<file path="config.mk">
export PLATFORM = sky130hd
export DESIGN_NAME = icb_dma_master
export DESIGN_NICKNAME = d
export VERILOG_FILES = /design/src/rtl/icb_pkg.sv /design/src/rtl/icb_dma_master.sv
export SDC_FILE = /design/constraint.sdc
export NUM_CORES = 1
export LEC_CHECK = 0
export CAP_MARGIN = 20
export CORE_MARGIN = 8
export CORE_UTILIZATION = 25
export DETAILED_ROUTE_END_ITERATION = 10
export SLEW_MARGIN = 20
export SYNTH_ARGS = -nofsm -noshare
export SYNTH_HDL_FRONTEND = slang
export SYNTH_SLANG_ARGS = --single-unit
</file>
<file path="constraint.sdc">
create_clock -name clk -period 2.25 [get_ports clk]
set_input_delay 0.675 -clock clk [delete_from_list [all_inputs] [get_ports clk]]
set_output_delay 0.675 -clock clk [all_outputs]
set_load 0.02 [all_outputs]
</file>
<file path="src/rtl/icb_pkg.sv">
// rtl/icb_pkg.sv - shared state encoding and bus geometry for the ICB DMA master
`ifndef ICB_WIDTH
`define ICB_WIDTH 32
`endif

package icb_pkg;

   localparam int ICB_W = `ICB_WIDTH;
   localparam int BPW   = ICB_W / 8;

   typedef enum logic [2:0] {
      ST_IDLE   = 3'd0,
      ST_RD_CMD = 3'd1,
      ST_RD_RSP = 3'd2,
      ST_WR_CMD = 3'd3,
      ST_WR_RSP = 3'd4,
      ST_FIN    = 3'd5
   } dma_state_e;

   // Word-stride increment; wraps silently at the top of the address space.
   function automatic logic [ICB_W-1:0] next_word_addr(input logic [ICB_W-1:0] addr);
      return addr + ICB_W'(BPW);
   endfunction

endpackage

</file>
<file path="src/rtl/icb_dma_master.sv">
// rtl/icb_dma_master.sv - single-outstanding ICB memory-to-memory copy engine
module icb_dma_master
   import icb_pkg::*;
#(
   parameter int LEN_W = 16
) (
   input  logic             clk,
   input  logic             rst,
   input  logic             start_i,
   input  logic [ICB_W-1:0] src_addr_i,
   input  logic [ICB_W-1:0] dst_addr_i,
   input  logic [LEN_W-1:0] len_i,
   output logic             busy_o,
   output logic             done_o,
   output logic             err_o,
   output logic             icb_cmd_valid_o,
   input  logic             icb_cmd_ready_i,
   output logic [ICB_W-1:0] icb_cmd_addr_o,
   output logic             icb_cmd_read_o,
   output logic [ICB_W-1:0] icb_cmd_wdata_o,
   output logic [BPW-1:0]   icb_cmd_wmask_o,
   input  logic             icb_rsp_valid_i,
   output logic             icb_rsp_ready_o,
   input  logic [ICB_W-1:0] icb_rsp_rdata_i,
   input  logic             icb_rsp_err_i
);

   dma_state_e       state_q, state_d;
   logic [ICB_W-1:0] cur_src_q;
   logic [ICB_W-1:0] cur_dst_q;
   logic [ICB_W-1:0] data_q;
   logic [LEN_W-1:0] remaining_q;
   logic             err_q;

   always_ff @(posedge clk) begin
      if (rst) begin
         state_q <= ST_IDLE;
      end else begin
         state_q <= state_d;
      end
   end

   // Command fields come straight from registers, so they hold while the responder stalls.
   always_comb begin
      state_d         = state_q;
      busy_o          = (state_q != ST_IDLE);
      done_o          = 1'b0;
      icb_cmd_valid_o = 1'b0;
      icb_cmd_read_o  = 1'b0;
      icb_cmd_addr_o  = '0;
      icb_cmd_wdata_o = '0;
      icb_cmd_wmask_o = '0;
      icb_rsp_ready_o = 1'b0;
      case (state_q)
         ST_IDLE: begin
            if (start_i) begin
               state_d = (len_i == '0) ? ST_FIN : ST_RD_CMD;
            end
         end
         ST_RD_CMD: begin
            icb_cmd_valid_o = 1'b1;
            icb_cmd_read_o  = 1'b1;
            icb_cmd_addr_o  = cur_src_q;
            if (icb_cmd_ready_i) begin
               state_d = ST_RD_RSP;
            end
         end
         ST_RD_RSP: begin
            icb_rsp_ready_o = 1'b1;
            if (icb_rsp_valid_i) begin
               state_d = icb_rsp_err_i ? ST_FIN : ST_WR_CMD;
            end
         end
         ST_WR_CMD: begin
            icb_cmd_valid_o = 1'b1;
            icb_cmd_addr_o  = cur_dst_q;
            icb_cmd_wdata_o = data_q;
            icb_cmd_wmask_o = '1;
            if (icb_cmd_ready_i) begin
               state_d = ST_WR_RSP;
            end
         end
         ST_WR_RSP: begin
            icb_rsp_ready_o = 1'b1;
            if (icb_rsp_valid_i) begin
               if (icb_rsp_err_i || (remaining_q == LEN_W'(1))) begin
                  state_d = ST_FIN;
               end else begin
                  state_d = ST_RD_CMD;
               end
            end
         end
         ST_FIN: begin
            done_o  = 1'b1;
            state_d = ST_IDLE;
         end
         default: begin
            state_d = ST_IDLE;
         end
      endcase
   end

   always_ff @(posedge clk) begin
      if (rst) begin
         cur_src_q   <= '0;
         cur_dst_q   <= '0;
         data_q      <= '0;
         remaining_q <= '0;
         err_q       <= 1'b0;
      end else begin
         case (state_q)
            ST_IDLE: begin
               if (start_i) begin
                  cur_src_q   <= src_addr_i;
                  cur_dst_q   <= dst_addr_i;
                  remaining_q <= len_i;
                  err_q       <= 1'b0;
               end
            end
            ST_RD_RSP: begin
               if (icb_rsp_valid_i) begin
                  if (icb_rsp_err_i) begin
                     err_q <= 1'b1;
                  end else begin
                     data_q <= icb_rsp_rdata_i;
                  end
               end
            end
            ST_WR_RSP: begin
               if (icb_rsp_valid_i) begin
                  if (icb_rsp_err_i) begin
                     err_q <= 1'b1;
                  end else begin
                     remaining_q <= remaining_q - LEN_W'(1);
                     cur_src_q   <= next_word_addr(cur_src_q);
                     cur_dst_q   <= next_word_addr(cur_dst_q);
                  end
               end
            end
            default: begin
            end
         endcase
      end
   end

   assign err_o = err_q;

endmodule

</file>
==> results of run 1 <==
==> how the worst min path moves through the flow <==
stage	startpoint	end	slack, ns
2_1_floorplan	data_q[0]	data_q[0]	0.43
3_3_place_gp	data_q[7]	data_q[7]	0.44
3_5_place_dp	data_q[11]	data_q[11]	0.44
4_1_cts	data_q[11]	data_q[11]	0.45
5_1_grt	data_q[29]	data_q[29]	0.46
6_report	data_q[11]	data_q[11]	0.45
==> power groups by stage <==
stage	registers (W)	logic (W)	clock network, W
2_1_floorplan	0.00240	0.000845	0
3_3_place_gp	0.00245	0.00157	0
3_5_place_dp	0.00245	0.00158	0
4_1_cts	0.00241	0.00159	0.00268
5_1_grt	0.00245	0.00178	0.00278
6_report	0.00243	0.00163	0.00262
==> worst min-delay path: cells and delay by family (launching register included) <==
family	cells	cell delay [ns]
flip-flops	1	0.30
AND/OR/NAND/NOR	1	0.05
AO/OA/AOI/OAI	1	0.05
==> routing by layer <==
metal | vias to the layer above | GRT usage, % | share of wire [%]
met5 | - | 0 | 0
met4 | 0 | 6.15 | 2.6
met3 | 51 | 4.12 | 7.4
met2 | 303 | 25.7 | 45
met1 | 3905 | 21.4 | 45
li1 | 4060 | - | -
==> cell usage in the layout, fill, tap and decap left out, types with 16 or more instances in the layout <==
master	Yosys	layout
buf_2	11	52
a21oi_1	98	98
nor2_1	118	117
nor3_1	30	30
mux2i_1	33	27
nor4_1	17	16
buf_4	3	86
dfxtp_1	116	114
o21ai_0	37	37
nand3_1	42	41
clkdlybuf4s50_1	0	117
nand2_1	148	148
clkbuf_16	0	17
and3_1	45	44
nand4_1	17	17
==> cell families after synthesis <==
family                   Yosys count  synth area share (%)
AO/OA/AOI/OAI                    250                  22.5
XOR/XNOR                           2                 0.245
adder cells (fa/ha/maj)            4                 0.701
buffers and inverters            102                  5.71
flip-flops                       116                  32.5
multiplexers                      33                  4.63
AND/OR/NAND/NOR                  485                  33.7
==> what timing repair did <==
| action | in CTS | in global routing |
|---|---|---|
| gates cloned | 1 | 0 |
| hold endpoints to repair | 0 | 0 |
| pin swaps | 0 | 1 |
| setup endpoints to repair | 73 | 31 |
| hold buffers | 0 | 0 |
| setup buffers | 0 | 12 |
| resized for setup | 256 | 53 |
==> sequential cells by signal (all words and copies together), names as in the netlist <==
signal / cells
cur_src_q: 32
data_q: 32
err_o: 1
remaining_q: 16
state_q: 3
cur_dst_q: 32
==> layout make-up <==
| class | count | area [sq um] |
|---|---|---|
| fill | 2994 | 17900 |
| multi-input combinational | 774 | 4520 |
| timing repair buffer | 292 | 2580 |
| sequential | 116 | 2330 |
| tap | 384 | 480 |
| clock buffer | 18 | 429 |
| clock inverter | 14 | 130 |
| inverter | 15 | 58.8 |
==> stage by stage <==
stage / hold slack, ns / util [%] / std cells / setup slack, ns
floorplan: 0.432 / - / 992 / 0.0781
CTS: 0.450 / 36.8 / 1601 / -0.132
finish: 0.448 / 37.1 / 1613 / -0.0404
global placement: 0.438 / 35.4 / 1568 / -0.255
global route: 0.465 / 37.1 / 1613 / -0.0782
detailed placement: 0.442 / 35.4 / 1568 / -0.346
==> results.sh, run 1 <==
export IMPL_status="complete, but fails checks"
export IMPL_violations="negative setup slack"
export IMPL_min_path_cells=2
export IMPL_timing_final_hold_violations=0
export IMPL_num_nets_final=1338
export IMPL_clkTransAtPathRegs_ns=0.06
export IMPL_intPower_w=0.00453
export IMPL_fin_crit_sh_pct=102
export IMPL_end_kind="output pin"
export IMPL_worstSkewPairLatency_ns=0.42
export IMPL_die_area_sq_um=34200
export IMPL_crit_family="buffers and inverters"
export IMPL_cp_required_ns=1.57
export IMPL_crit_type="flop to output pin"
export IMPL_maxCapViolCount=0
export IMPL_area_growth_pct=47.4
export IMPL_die_w_um=185
export IMPL_cts_path_max_buffers=2
export IMPL_setup_violations_final=3
export IMPL_place_area_sq_um=10100
export IMPL_grt_pass1_wl_um=44600
export IMPL_yosys_warnings=0
export IMPL_reg2reg_to="cur_dst_q[23]"
export IMPL_yosysMostFrequentCell="nand2_1"
export IMPL_final_setup_tns_ns=-0.0697
export IMPL_num_rows=62
export IMPL_p_switching_w=0.00215
export IMPL_dpl_hpwl_um=21300
export IMPL_power_w=0.00668
export IMPL_clockPowerShare_pct=39.2
export IMPL_setup_worst_path_start="state_q[1]"
export IMPL_via_count=8319
export IMPL_insertedDiodeCount=0
export IMPL_cp_num_cells=5
export IMPL_drive_above_1_share_pct=19.7
export IMPL_reg2reg_slack_ns=0.13
export IMPL_synth_seq_cells=116
export IMPL_grt_pass1_vias=8122
export IMPL_path_buf_inv=3
export IMPL_wire_per_inst_um=17.9
export IMPL_p_leak_nw=4.13
export IMPL_io_buffers=191
export IMPL_synth_edf_count=0
export IMPL_cp_slowest_stage_delay_ns=0.40
export IMPL_startpoint_type="flop"
export IMPL_numCtsBuffers=17
export IMPL_cts_tree="yes"
export IMPL_crit_slowest_cell="dfxtp_4"
export IMPL_seq_area_frac_synth_pct=32.5
export IMPL_path_max_fanout=16
export IMPL_synthArstFlopShare_pct=0
export IMPL_wirelength_um=28900
export IMPL_worst_pin_slew_ns=0.509
export IMPL_first_pass_iters=6
export IMPL_fmax_mhz=437
export IMPL_critPathCapture="icb_cmd_addr_o[16]"
export IMPL_crit_top_cell="buf_4"
export IMPL_ioPinCount=192
export IMPL_synth_cell_types=76
export IMPL_synth_top_cells_by_count="148 x nand2_1, 118 x nor2_1, 116 x dfxtp_1"
export IMPL_grt_usage_pct=16.4
export IMPL_final_area_sq_um=10500
export IMPL_rsz0062_at_grt="yes"
export IMPL_crit_arrival_ns=1.62
export IMPL_finalMaxSlewViolations=0
export IMPL_coreArea_sq_um=28400
export IMPL_worstReg2RegStart="cur_dst_q[11]"
export IMPL_p_seq_share_pct=36.3
export IMPL_viasPerCell=5.16
export IMPL_p_comb_share_pct=24.4
export IMPL_syn_area_per_cell_sq_um=7.20
export IMPL_h_tree_depth=4
export IMPL_hold_class="flop to flop"
export IMPL_grt_max_degree=68
export IMPL_die_h_um=185
export IMPL_overflow=0
export IMPL_yosysTopAreaCellShare_pct=32.5
export IMPL_syn_area_sq_um=7140
export IMPL_syn_nets=1114
export IMPL_gp_congestion=0.837
export IMPL_drc=0
export IMPL_synth_area_leaders="dfxtp_1 33%, nand2_1 7.8%, a21oi_1 6.9%"
export IMPL_skew_ns=0.00851
export IMPL_power_density_nw_per_um2=634
export IMPL_p_sw_share_pct=32.1
export IMPL_initial_utilization_pct=25.1
export IMPL_path_cells="buf_12 -> buf_4 -> mux2i_2 -> nor2_1 -> buf_4"
export IMPL_yosysTopAreaCell="dfxtp_1"
export IMPL_setup_ws_ns=-0.0404
export IMPL_cts_root_buf="clkbuf_16"
export IMPL_max_slew_margin_pct=65.8
export IMPL_drt_iter0_markers=606
export IMPL_grt_antenna_before_repair=0
export IMPL_ant_nets=0
export IMPL_yosys_most_used_dff="dfxtp_1"
export IMPL_fin_crit_ns=2.29
export IMPL_synthCells=992
export IMPL_cts_sink_count=116
export IMPL_vdd_ir_drop_max_mv=0.417
export IMPL_reg2reg_depth=7
(Power assumes the default switching activity.)
==> run 2, diff against run 1 <==
--- a/config.mk
+++ b/config.mk
@@ -7,8 +7,10 @@
 export LEC_CHECK = 0
 export CAP_MARGIN = 20
 export CORE_MARGIN = 8
-export CORE_UTILIZATION = 25
+export CORE_UTILIZATION = 49
 export DETAILED_ROUTE_END_ITERATION = 10
+export HOLD_SLACK_MARGIN = 0.05
+export PLACE_DENSITY = 0.81
 export SLEW_MARGIN = 20
 export SYNTH_ARGS = -nofsm -noshare
 export SYNTH_HDL_FRONTEND = slang
==> constraint.sdc (replaced) <==
create_clock -name clk -period 2.35 [get_ports clk]
set_input_delay 0.705 -clock clk [delete_from_list [all_inputs] [get_ports clk]]
set_output_delay 0.705 -clock clk [all_outputs]
set_load 0.02 [all_outputs]
==> run 2 against run 1 <==
The run now ends clean. Flip-flop and latch count did not move. Die area down 45%. Global-route usage is 10 points higher. Clock power up 2%. Combinational power decreased by 7%. Clock skew fell by 0.0014 ns. Clock-buffer cell count is 3 higher. Cell count shrank 14%. Sequential share of layout area up 0.65 points. Register-to-register slack worse by 0.03 ns. First-iteration DRC count is 64% higher. Largest power group unchanged.
==> results.sh, run 2 (synthesis results as in run 1) <==
export IMPL_numCtsBuffers=17
export IMPL_path_max_fanout=15
export IMPL_initial_utilization_pct=49.7
export IMPL_wire_per_inst_um=18.7
export IMPL_worstSkewPairLatency_ns=0.42
export IMPL_end_kind="output pin"
export IMPL_power_density_nw_per_um2=637
export IMPL_cts_tree="yes"
export IMPL_wirelength_um=26000
export IMPL_setup_violations_final=0
export IMPL_p_seq_share_pct=35.8
export IMPL_grt_pass1_wl_um=40400
export IMPL_crit_arrival_ns=1.64
export IMPL_overflow=0
export IMPL_cp_required_ns=1.64
export IMPL_layout_common_cells="148 x nand2_1, 118 x nor2_1, 117 x clkdlybuf4s50_1, 114 x dfxtp_1, 98 x a21oi_1"
export IMPL_grt_use_met3_pct=6.46
export IMPL_timing_final_hold_violations=0
export IMPL_place_area_sq_um=9650
export IMPL_final_area_sq_um=10200
export IMPL_skew_ns=0.00712
export IMPL_drc=0
export IMPL_vdd_ir_drop_max_mv=0.551
export IMPL_max_slew_margin_pct=55.5
export IMPL_rsz0062_at_grt="yes"
export IMPL_clockPowerShare_pct=40.9
export IMPL_cts_root_buf="clkbuf_16"
export IMPL_die_area_sq_um=18700
export IMPL_maxCapViolCount=0
export IMPL_intPower_w=0.00460
export IMPL_top_regs="cur_dst_q: 32 flops, cur_src_q: 32 flops, data_q: 32 flops"
export IMPL_first_pass_iters=6
export IMPL_finalMaxSlewViolations=0
export IMPL_grt_antenna_before_repair=1
export IMPL_viasPerCell=6.10
export IMPL_grt_max_degree=60
export IMPL_h_tree_depth=4
export IMPL_p_sw_share_pct=29.4
export IMPL_fin_crit_ns=2.35
export IMPL_num_nets_final=1318
export IMPL_area_growth_pct=43.2
export IMPL_coreArea_sq_um=14400
export IMPL_cts_path_max_buffers=2
export IMPL_fin_util_pct=71.2
export IMPL_crit_type="flop to output pin"
export IMPL_gp_congestion=0.906
export IMPL_met2_usage_pct=42.7
export IMPL_grt_use_met1_pct=34.5
export IMPL_p_switching_w=0.00192
export IMPL_worst_pin_slew_ns=0.668
export IMPL_die_w_um=137
export IMPL_top_usage_layer="met2"
export IMPL_via_count=8498
export IMPL_grt_usage_pct=26.8
export IMPL_ioPinCount=192
export IMPL_drt_iter0_markers=992
export IMPL_cts_sink_count=116
export IMPL_startpoint_type="flop"
export IMPL_final_common_cell="nand2_1"
export IMPL_ant_nets=0
export IMPL_fmax_mhz=426
export IMPL_drive_above_1_share_pct=17.1
export IMPL_status="finished, final reports clean"
export IMPL_clkTransAtPathRegs_ns=0.05
export IMPL_hold_class="flop to flop"
export IMPL_num_rows=44
export IMPL_p_comb_share_pct=23.4
export IMPL_dpl_hpwl_um=18000
export IMPL_fin_crit_sh_pct=99.9
export IMPL_grt_pass1_vias=7884
export IMPL_die_h_um=137
export IMPL_p_leak_nw=4.04
export IMPL_io_buffers=191
[run 2: changes by cell type in the layout (fill, tap and decap cells not counted), moves of 3 or more]
cell,before,now
clkinv_2,2,5
clkinvlp_4,5,2
dlygate4sd2_1,1,7
buf_2,52,24
buf_12,15,12
clkinv_4,4,0
mux2i_4,4,0
mux2i_1,27,22
clkbuf_2,9,15
clkbuf_8,0,3
clkdlybuf4s15_1,0,10
clkdlybuf4s15_2,6,15
buf_4,86,69
mux2i_2,2,11
[run 2: path summary, 6_finish.rpt]
path	startpoint	end	slack, ns	depth (start not counted)
worst max-delay path	state_q[1]	icb_cmd_addr_o[9]	0.003	4
worst min-delay path	data_q[13]	data_q[13]	0.45	2
worst max register to register	cur_dst_q[10]	cur_dst_q[24]	0.10	6
worst min register to register	data_q[13]	data_q[13]	0.45	2
[run 2: power groups by stage]
stage	Clock [W]	Combinational [W]	Sequential (W)
3_3_place_gp	0	0.00144	0.00234
5_1_grt	0.00277	0.00164	0.00235
6_report	0.00267	0.00152	0.00233
2_1_floorplan	0	0.000809	0.00229
3_5_place_dp	0	0.00146	0.00235
4_1_cts	0.00266	0.00146	0.00231
[run 2: repair_timing]
item / in CTS / in global routing
setup endpoints to repair: 73 / 69
buffers inserted: 0 / 6
hold buffers: 0 / 0
pin swaps: 0 / 1
gates resized for setup: 154 / 85
gates cloned: 1 / 1
[run 2: per-stage QoR]
stage	worst slack [ns]	std cells	TNS (ns)	power (W)	hold slack, ns
finish	0.00264	1393	0	0.00652	0.447
global placement	-0.186	1353	-4.82	0.00379	0.437
CTS	0.00136	1385	0	0.00644	0.450
global route	-0.0550	1392	-0.133	0.00676	0.465
detailed placement	-0.224	1353	-7.04	0.00381	0.443
floorplan	0.148	992	0	0.00310	0.432
[run 2: cell type report]
class                           instances  area, sq um
Tap cell                              184          230
Antenna cell                            1         2.50
Timing Repair Buffer                  272         2520
Inverter                               15         56.3
Clock inverter                         10          130
Fill cell                            1142         4140
Multi-Input combinational cell        774         4490
Clock buffer                           21          470
Sequential cell                       116         2330
[run 2: critical path, stage by stage (launching register included)]
cell and delay (ns):
dfxtp_4 0.40, buf_12 0.19, mux2i_1 0.24, nor2_1 0.06, dlygate4sd2_1 0.32
[run 2: metal layers]
metal | routed length (um) | vias up
met1 | 10900 | 3939
li1 | - | 4040
met2 | 12100 | 441
met3 | 2370 | 78
met4 | 706 | 0
met5 | 0 | -
